$ cat src/rtl/dbg_port_arbiter_if.sv
// Handshake bundle between the two debug requesters, the arbiter
// and the downstream debug register port.
interface dbg_port_arbiter_if;
  logic        m0_req;
  logic [1:0]  m0_addr;
  logic [31:0] m0_wr_data;
  logic        m0_wr_en;
  logic        m0_ack;
  logic [31:0] m0_rd_data;
  logic        m0_err;

  logic        m1_req;
  logic [1:0]  m1_addr;
  logic [31:0] m1_wr_data;
  logic        m1_wr_en;
  logic        m1_ack;
  logic [31:0] m1_rd_data;
  logic        m1_err;

  logic [1:0]  dbg_addr;
  logic [31:0] dbg_din;
  logic        dbg_wr_en;
  logic        dbg_req;
  logic [31:0] dbg_dout;
  logic        dbg_ack;

  modport slave (
    input  m0_req, m0_addr, m0_wr_data, m0_wr_en,
    output m0_ack, m0_rd_data, m0_err,
    input  m1_req, m1_addr, m1_wr_data, m1_wr_en,
    output m1_ack, m1_rd_data, m1_err,
    output dbg_addr, dbg_din, dbg_wr_en, dbg_req,
    input  dbg_dout, dbg_ack
  );

  modport master (
    output m0_req, m0_addr, m0_wr_data, m0_wr_en,
    input  m0_ack, m0_rd_data, m0_err,
    output m1_req, m1_addr, m1_wr_data, m1_wr_en,
    input  m1_ack, m1_rd_data, m1_err,
    input  dbg_addr, dbg_din, dbg_wr_en, dbg_req,
    output dbg_dout, dbg_ack
  );
endinterface

$ cat src/rtl/dbg_port_arbiter.sv
// Two-requester round-robin arbiter for a single debug register port,
// with a saturating BUSY timeout that completes the request with an error.
module dbg_port_arbiter #(
  parameter int unsigned TIMEOUT_CYCLES = 1024
) (
  input  logic               clk,
  input  logic               rst,
  dbg_port_arbiter_if.slave  bus
);

  typedef enum logic [1:0] {
    IDLE,
    BUSY,
    RESP
  } state_t;

  localparam bit TO_EN = (TIMEOUT_CYCLES != 0);
  localparam logic [15:0] TO_LAST =
    TO_EN ? 16'(TIMEOUT_CYCLES - 1) : 16'h0;

  state_t      state;
  logic        grant;
  logic        last_grant;
  logic [15:0] cnt;
  logic        pick;
  logic        any_req;

  assign any_req = bus.m0_req | bus.m1_req;

  // On contention the requester not served last wins.
  always_comb begin
    pick = bus.m1_req;
    if (bus.m0_req && bus.m1_req)
      pick = ~last_grant;
  end

  always_ff @(posedge clk or posedge rst) begin
    if (rst) begin
      state          <= IDLE;
      grant          <= 1'b0;
      last_grant     <= 1'b1;
      cnt            <= 16'h0;
      bus.dbg_req    <= 1'b0;
      bus.dbg_addr   <= 2'h0;
      bus.dbg_din    <= 32'h0;
      bus.dbg_wr_en  <= 1'b0;
      bus.m0_ack     <= 1'b0;
      bus.m0_err     <= 1'b0;
      bus.m0_rd_data <= 32'h0;
      bus.m1_ack     <= 1'b0;
      bus.m1_err     <= 1'b0;
      bus.m1_rd_data <= 32'h0;
    end else begin
      unique case (state)
        IDLE: begin
          if (any_req) begin
            grant         <= pick;
            bus.dbg_addr  <= pick ? bus.m1_addr : bus.m0_addr;
            bus.dbg_din   <= pick ? bus.m1_wr_data : bus.m0_wr_data;
            bus.dbg_wr_en <= pick ? bus.m1_wr_en : bus.m0_wr_en;
            bus.dbg_req   <= 1'b1;
            cnt           <= 16'h0;
            state         <= BUSY;
          end
        end
        BUSY: begin
          if (bus.dbg_ack) begin
            bus.dbg_req <= 1'b0;
            if (grant) begin
              bus.m1_ack <= 1'b1;
              bus.m1_err <= 1'b0;
              if (!bus.dbg_wr_en)
                bus.m1_rd_data <= bus.dbg_dout;
            end else begin
              bus.m0_ack <= 1'b1;
              bus.m0_err <= 1'b0;
              if (!bus.dbg_wr_en)
                bus.m0_rd_data <= bus.dbg_dout;
            end
            state <= RESP;
          end else if (TO_EN && cnt == TO_LAST) begin
            bus.dbg_req <= 1'b0;
            if (grant) begin
              bus.m1_ack     <= 1'b1;
              bus.m1_err     <= 1'b1;
              bus.m1_rd_data <= 32'h0;
            end else begin
              bus.m0_ack     <= 1'b1;
              bus.m0_err     <= 1'b1;
              bus.m0_rd_data <= 32'h0;
            end
            state <= RESP;
          end else if (cnt != 16'hFFFF) begin
            cnt <= cnt + 16'h1;
          end
        end
        RESP: begin
          bus.m0_ack <= 1'b0;
          bus.m0_err <= 1'b0;
          bus.m1_ack <= 1'b0;
          bus.m1_err <= 1'b0;
          last_grant <= grant;
          state      <= IDLE;
        end
        default: state <= IDLE;
      endcase
    end
  end

endmodule

$ cat src/flat_wrapper.sv
// flat-port wrapper written by rule: the top's interface ports become plain ports
module dbg_port_arbiter_flat 
#(
  parameter int unsigned TIMEOUT_CYCLES = 1024
)
  (clk, rst, bus_m0_req, bus_m0_addr, bus_m0_wr_data, bus_m0_wr_en, bus_m0_ack, bus_m0_rd_data, bus_m0_err, bus_m1_req, bus_m1_addr, bus_m1_wr_data, bus_m1_wr_en, bus_m1_ack, bus_m1_rd_data, bus_m1_err, bus_dbg_addr, bus_dbg_din, bus_dbg_wr_en, bus_dbg_req, bus_dbg_dout, bus_dbg_ack);
  dbg_port_arbiter_if bus_i ();
  input  logic clk;
  input  logic rst;
  input wire logic [$bits(bus_i.m0_req)-1:0] bus_m0_req;
  input wire logic [$bits(bus_i.m0_addr)-1:0] bus_m0_addr;
  input wire logic [$bits(bus_i.m0_wr_data)-1:0] bus_m0_wr_data;
  input wire logic [$bits(bus_i.m0_wr_en)-1:0] bus_m0_wr_en;
  output wire logic [$bits(bus_i.m0_ack)-1:0] bus_m0_ack;
  output wire logic [$bits(bus_i.m0_rd_data)-1:0] bus_m0_rd_data;
  output wire logic [$bits(bus_i.m0_err)-1:0] bus_m0_err;
  input wire logic [$bits(bus_i.m1_req)-1:0] bus_m1_req;
  input wire logic [$bits(bus_i.m1_addr)-1:0] bus_m1_addr;
  input wire logic [$bits(bus_i.m1_wr_data)-1:0] bus_m1_wr_data;
  input wire logic [$bits(bus_i.m1_wr_en)-1:0] bus_m1_wr_en;
  output wire logic [$bits(bus_i.m1_ack)-1:0] bus_m1_ack;
  output wire logic [$bits(bus_i.m1_rd_data)-1:0] bus_m1_rd_data;
  output wire logic [$bits(bus_i.m1_err)-1:0] bus_m1_err;
  output wire logic [$bits(bus_i.dbg_addr)-1:0] bus_dbg_addr;
  output wire logic [$bits(bus_i.dbg_din)-1:0] bus_dbg_din;
  output wire logic [$bits(bus_i.dbg_wr_en)-1:0] bus_dbg_wr_en;
  output wire logic [$bits(bus_i.dbg_req)-1:0] bus_dbg_req;
  input wire logic [$bits(bus_i.dbg_dout)-1:0] bus_dbg_dout;
  input wire logic [$bits(bus_i.dbg_ack)-1:0] bus_dbg_ack;
  assign bus_i.m0_req = bus_m0_req;
  assign bus_i.m0_addr = bus_m0_addr;
  assign bus_i.m0_wr_data = bus_m0_wr_data;
  assign bus_i.m0_wr_en = bus_m0_wr_en;
  assign bus_m0_ack = bus_i.m0_ack;
  assign bus_m0_rd_data = bus_i.m0_rd_data;
  assign bus_m0_err = bus_i.m0_err;
  assign bus_i.m1_req = bus_m1_req;
  assign bus_i.m1_addr = bus_m1_addr;
  assign bus_i.m1_wr_data = bus_m1_wr_data;
  assign bus_i.m1_wr_en = bus_m1_wr_en;
  assign bus_m1_ack = bus_i.m1_ack;
  assign bus_m1_rd_data = bus_i.m1_rd_data;
  assign bus_m1_err = bus_i.m1_err;
  assign bus_dbg_addr = bus_i.dbg_addr;
  assign bus_dbg_din = bus_i.dbg_din;
  assign bus_dbg_wr_en = bus_i.dbg_wr_en;
  assign bus_dbg_req = bus_i.dbg_req;
  assign bus_i.dbg_dout = bus_dbg_dout;
  assign bus_i.dbg_ack = bus_dbg_ack;
  dbg_port_arbiter #(.TIMEOUT_CYCLES(TIMEOUT_CYCLES)) u_core (.clk(clk), .rst(rst), .bus(bus_i));
endmodule
$ cat config.mk
export PLATFORM = sky130hd
export DESIGN_NAME = dbg_port_arbiter_flat
export DESIGN_NICKNAME = d
export VERILOG_FILES = /design/src/rtl/dbg_port_arbiter_if.sv /design/src/rtl/dbg_port_arbiter.sv /design/src/flat_wrapper.sv
export SDC_FILE = /design/constraint.sdc
export NUM_CORES = 1
export LEC_CHECK = 0
export CAP_MARGIN = 20
export CELL_PAD_IN_SITES_DETAIL_PLACEMENT = 1
export CELL_PAD_IN_SITES_GLOBAL_PLACEMENT = 1
export CORE_UTILIZATION = 35
export CTS_BUF_LIST = sky130_fd_sc_hd__clkbuf_8
export CTS_CLUSTER_SIZE = 8
export DETAILED_ROUTE_END_ITERATION = 8
export DONT_BUFFER_PORTS = 1
export PLACE_DENSITY_LB_ADDON = 0.2
export SETUP_SLACK_MARGIN = 0.3
export SLEW_MARGIN = 20
export SYNTH_ARGS = -nofsm -noshare
export SYNTH_HDL_FRONTEND = slang
export SYNTH_SLANG_ARGS = --single-unit
$ cat constraint.sdc
create_clock -name clk -period 5.5 [get_ports clk]
set_input_delay 1.65 -clock clk [delete_from_list [all_inputs] [get_ports clk]]
set_output_delay 1.65 -clock clk [all_outputs]
set_load 0.1 [all_outputs]
# After elaboration in Yosys (flattened, before gate mapping)
# Cells that the tools add are included.
[op_classes] add_sub_neg=1 n_eq_ne=12 n_mux=44 bitwise=3 reduce_logical=14
[ops] operator="$mux W32" n=10
[ops] operator="$mux W16" n=4
[ops] operator="$pmux W16 S2" n=1
[ops] operator="$mux W1" n=19
[ops] operator="$add A16 B1 Y16 const B" n=1
[ops] operator="$eq A16 B10 Y1 const B" n=1
[ops] operator="$ne A16 B16 Y1 const B" n=1
[ops] operator="$pmux W1 S2" n=5
[ops] operator="$reduce_and A3 Y1" n=3
[ops] operator="$mux W2" n=4
[ops] operator="$ne A2 B2 Y1 const B" n=4
[ops] operator="$reduce_and A4 Y1" n=2
[ops] operator="$ne A2 B1 Y1 const B" n=3
[ops] operator="$reduce_and A2 Y1" n=3
[ops] operator="$reduce_bool A2 Y1" n=3
[ops] operator="$reduce_and A5 Y1" n=1
[ops] operator="$pmux W2 S2" n=1
[ops] operator="$ne A3 B2 Y1 const B" n=1
[ops] operator="$eq A2 B1 Y1 const B" n=1
[ops] operator="$eq A2 B2 Y1 const B" n=1
[ops] operator="$logic_not A2 Y1" n=1
[ops] operator="$not A1 Y1" n=2
[ops] operator="$logic_and A1 B1 Y1" n=1
[ops] operator="$or A1 B1 Y1" n=1
[word_totals] regBits=124 in_bits=107 output_inout_bits=104 wordCells=88

# Longest topological paths before layout
[depth] word_depth=5 mapped_depth=8 ltp_nobuf=7

# Worst setup path after synthesis
# Ideal clock, no wire load.
[synth_timing] path_kind="in2reg" startpoint="input port bus_m1_req" endpoint="register u_core.cnt[3]" setup_ns=0.066 t_arrival_ns=2.714 t_required_ns=5.434 path_slack_ns=2.720 path_stages=5 path_buffers=0 path_cell_list="nor3b_4 a211o_2 nor2_1 or4_1 nand2_1"
[synth_between] elab_chain_len=3
[synth_rtl] item="start: declaration" line="flat_wrapper.sv:17" rtl="input wire logic [$bits(bus_i.m1_req)-1:0] bus_m1_req;"
[synth_rtl] item="$or A1 B1 Y1" line="dbg_port_arbiter.sv:28" rtl="assign any_req = bus.m0_req | bus.m1_req;"
[synth_rtl] item="$ne A2 B1 Y1 (no line)"
[synth_rtl] item="$reduce_and A5 Y1 (no line)"
[synth_rtl] item="end signal: assignment" line="dbg_port_arbiter.sv:94" rtl="cnt <= cnt + 16'h1;"
[synth_rtl] item="end: declaration" line="dbg_port_arbiter.sv:24" rtl="logic [15:0] cnt;"
# Every way passes these cells.
# A chain may end at the register's enable or synchronous reset.

# Worst setup path after layout
[layout_timing] startpoint="register u_core.bus.dbg_wr_en" endpoint="output port bus_dbg_wr_en"
[layout_rtl] item="start: declaration" line="dbg_port_arbiter_if.sv:32" rtl="output dbg_addr, dbg_din, dbg_wr_en, dbg_req,"
[layout_rtl] item="start signal: assignment" line="dbg_port_arbiter.sv:60" rtl="bus.dbg_wr_en <= pick ? bus.m1_wr_en : bus.m0_wr_en;"
[layout_rtl] item="end: declaration" line="flat_wrapper.sv:26" rtl="output wire logic [$bits(bus_i.dbg_wr_en)-1:0] bus_dbg_wr_en;"
# No word-level cell between the ends.

==> key figures <==
Timing
  – Unrepaired setup endpoints after global routing: no
  – Max_slew headroom: 0.323
  – Fmax: 322 MHz
  – Crit path time final: 3100 ps
  – Final Hold Viols: 0
  – Max-slew violations: 0
  – Crit share post-route: 0.564
  – Fin Setup TNS: 0 ps
  – Tightest Pin Transition: 1010 ps
  – Count of final setup violators: 0
  – Fin Clk Skew: 10.1 ps

Route
  – Pre-antenna DRT Iters: 4
  – WL per Instance: 20.5 microns
  – Vias: 3739
  – Initial DRC Count: 148
  – Final wirelength: 13500 microns
  – Vias/cell: 5.67
  – Drc violations: 0
  – Post-route ant nets: 0

Logic synthesis
  – Top cell type's share of synthesized area: 0.575
  – Synthesized Nets: 574
  – Mapped Cells: 462
  – Netlist cell types: 50
  – Mean Syn Cell Area: 11.6 sq um
  – Synth area leaders: dfrtp_1 (57%), a22o_1 (11%), mux2i_1 (6.7%)
  – Async SR Flop Fraction: 1.00
  – Area leader, netlist: dfrtp_1
  – Post-synthesis register bit count: 124
  – Mapped Area: 5360 sq um
  – Sequential fraction of the synthesis area: 0.580
  – Post-synth EDFFs: 0
  – Ys Warns: 0
  – Main flop type after synthesis: dfrtp_1

CTS
  – CTS Buffer Depth: 2
  – Root Buffer: clkbuf_8
  – Worst skew pair latency: 440 ps
  – Setup Buffers After CTS: 0
  – Worst-path clk slew: 70 ps
  – Post_cts resized: 0
  – Clock sink count: 124
  – H-tree levels: 4
  – Cts hold-fix bufs: 0
  – CTS tree: built
  – Cts bufs inserted: 17

Setup path
  – Levels on crit path: 0
  – R2r startpoint: u_core.state[1]$_DFFE_PP0P_
  – Crit path max fanout: 3
  – Setup slack, reg-to-reg: 3180 ps
  – Worst Setup Path Type: register to output port
  – Worst setup startpoint: u_core.bus.dbg_wr_en$_DFFE_PP0P_
  – Worst Path Arrival: 1450 ps
  – Crit. End Element: output port
  – CP required: 3850 ps
  – Startpoint Class: register
  – Reg2reg path depth: 8

Worst hold path
  – Hold/Removal Path Class: register to register
  – Worst hold path startpoint: u_core.cnt[0]$_DFFE_PP0P_
  – Hold depth: 1

GRT
  – Grt total ovfl: 0
  – Initial antenna violation count: 0
  – Number of global-route vias before repair: 4086
  – Total track usage: 0.177
  – Largest net degree at the start of global routing: 71
  – First-pass GRT wire length: 21800 microns

Layout
  – Area Growth Syn to Fin: 11.3%
  – Area of the multi-input gates: 2120 sq um
  – Filler cells: 1587
  – ANT cells: 0
  – Fin nets: 574
  – Register area: 3100 sq um
  – Share of cells above drive strength 1: 0.124

Outcome
  – Status: completed

Die
  – Row Count: 44
  – Die Wd: 126 microns
  – Initial Util: 0.363
  – Die height: 126 microns
  – Core area: 14800 sq um
  – Die area: 15800 sq um
  – I/O Pins: 211

Placed design
  – Routability cong.: 0.734
  – HPWL after detailed placement: 9360 microns
  – IO buf count: 0

Run
  – Max-cap violations: 0
sequential cells by signal, summed over array words and instances, names as in the netlist, 2 cells and up:
signal,cells
u_core.bus.dbg_din,32
u_core.bus.m0_rd_data,32
u_core.bus.m1_rd_data,32
u_core.cnt,16
u_core.bus.dbg_addr,2
u_core.state,2
layout by cell type (no fill, tap or decap), drive strengths merged, types with 3 or more instances in the layout:
| cell type | synthesis | final |
|---|---|---|
| a22o | 65 | 65 |
| o22a | 3 | 3 |
| inv | 6 | 9 |
| clkinv | 0 | 4 |
| mux2i | 36 | 36 |
| ha | 5 | 5 |
| clkinvlp | 0 | 3 |
| and3 | 6 | 6 |
| a21oi | 10 | 10 |
| or3 | 5 | 5 |
| bufinv | 0 | 3 |
| or4 | 5 | 5 |
| nor2 | 8 | 8 |
| o211ai | 5 | 5 |
| nand4 | 4 | 4 |
| o21ai | 45 | 45 |
| dfrtp | 123 | 123 |
| a31oi | 4 | 4 |
| nand3 | 12 | 12 |
| nor3 | 6 | 6 |
| buf | 17 | 9 |
| nand2 | 59 | 59 |
| clkbuf | 11 | 19 |
cells by family (layout without fill, tap and decap cells):
family / after synthesis / count (layout) / share of synthesized area
simple gates: 116 / 116 / 0.110
compound gates: 145 / 145 / 0.198
mux: 38 / 38 / 0.0715
fa+ha+maj: 5 / 5 / 0.0117
buf+inv: 34 / 47 / 0.0287
flops: 124 / 124 / 0.580
synthesized netlist by cell type, types with 3 or more instances:
cell type    n
o22a_1       3
nor2_1       8
or4_1        5
a31oi_1      4
or3_1        5
o211ai_1     5
nand3_1     12
a21oi_1     10
nor3_1       5
nand4_1      3
buf_2       14
and3_1       6
ha_1         5
nand2_1     56
o21ai_0     43
clkbuf_1    10
mux2i_1     36
dfrtp_1    123
inv_1        6
a22o_1      65
final timing paths:
check | endpoint
min | u_core.cnt[0]$_DFFE_PP0P_
max in group asynchronous | u_core.last_grant$_DFFE_PP1P_
min reg2reg | u_core.cnt[0]$_DFFE_PP0P_
max reg2reg | u_core.cnt[12]$_DFFE_PP0P_
min in group asynchronous | u_core.bus.m0_rd_data[25]$_DFFE_PP0P_
max | bus_dbg_wr_en
stage by stage:
stage	area (sq um)	instances	utilization	setup slack, ps	hold slack [ps]
after floorplan	5360	462	-	552	488
after global routing	5960	659	0.404	2330	569
after CTS	5960	659	0.404	2330	540
after global placement	5550	627	0.376	2600	514
after detailed placement	5550	627	0.376	2560	523
final	5960	659	0.404	2400	536
layout make-up:
| class | instances | area share |
|---|---|---|
| multi-input combinational | 304 | 0.356 |
| sequential | 124 | 0.521 |
| tap | 184 | 0.0386 |
| clock inverter | 13 | 0.0250 |
| timing repair buffer | 9 | 0.0113 |
| clock buffer | 19 | 0.0439 |
| inverter | 6 | 0.00420 |
metal layers:
| metal | vias up | routed length (microns) | global-route usage |
|---|---|---|---|
| met5 | - | 0 | 0 |
| met4 | 0 | 146 | 0.0646 |
| met3 | 13 | 1250 | 0.0777 |
| met2 | 167 | 6450 | 0.290 |
| met1 | 1858 | 5650 | 0.206 |
| li1 | 1701 | - | - |
Power is left out: the tool's default activity adds up to more than one toggle a clock period on the data nets, which glitch-free logic cannot reach.
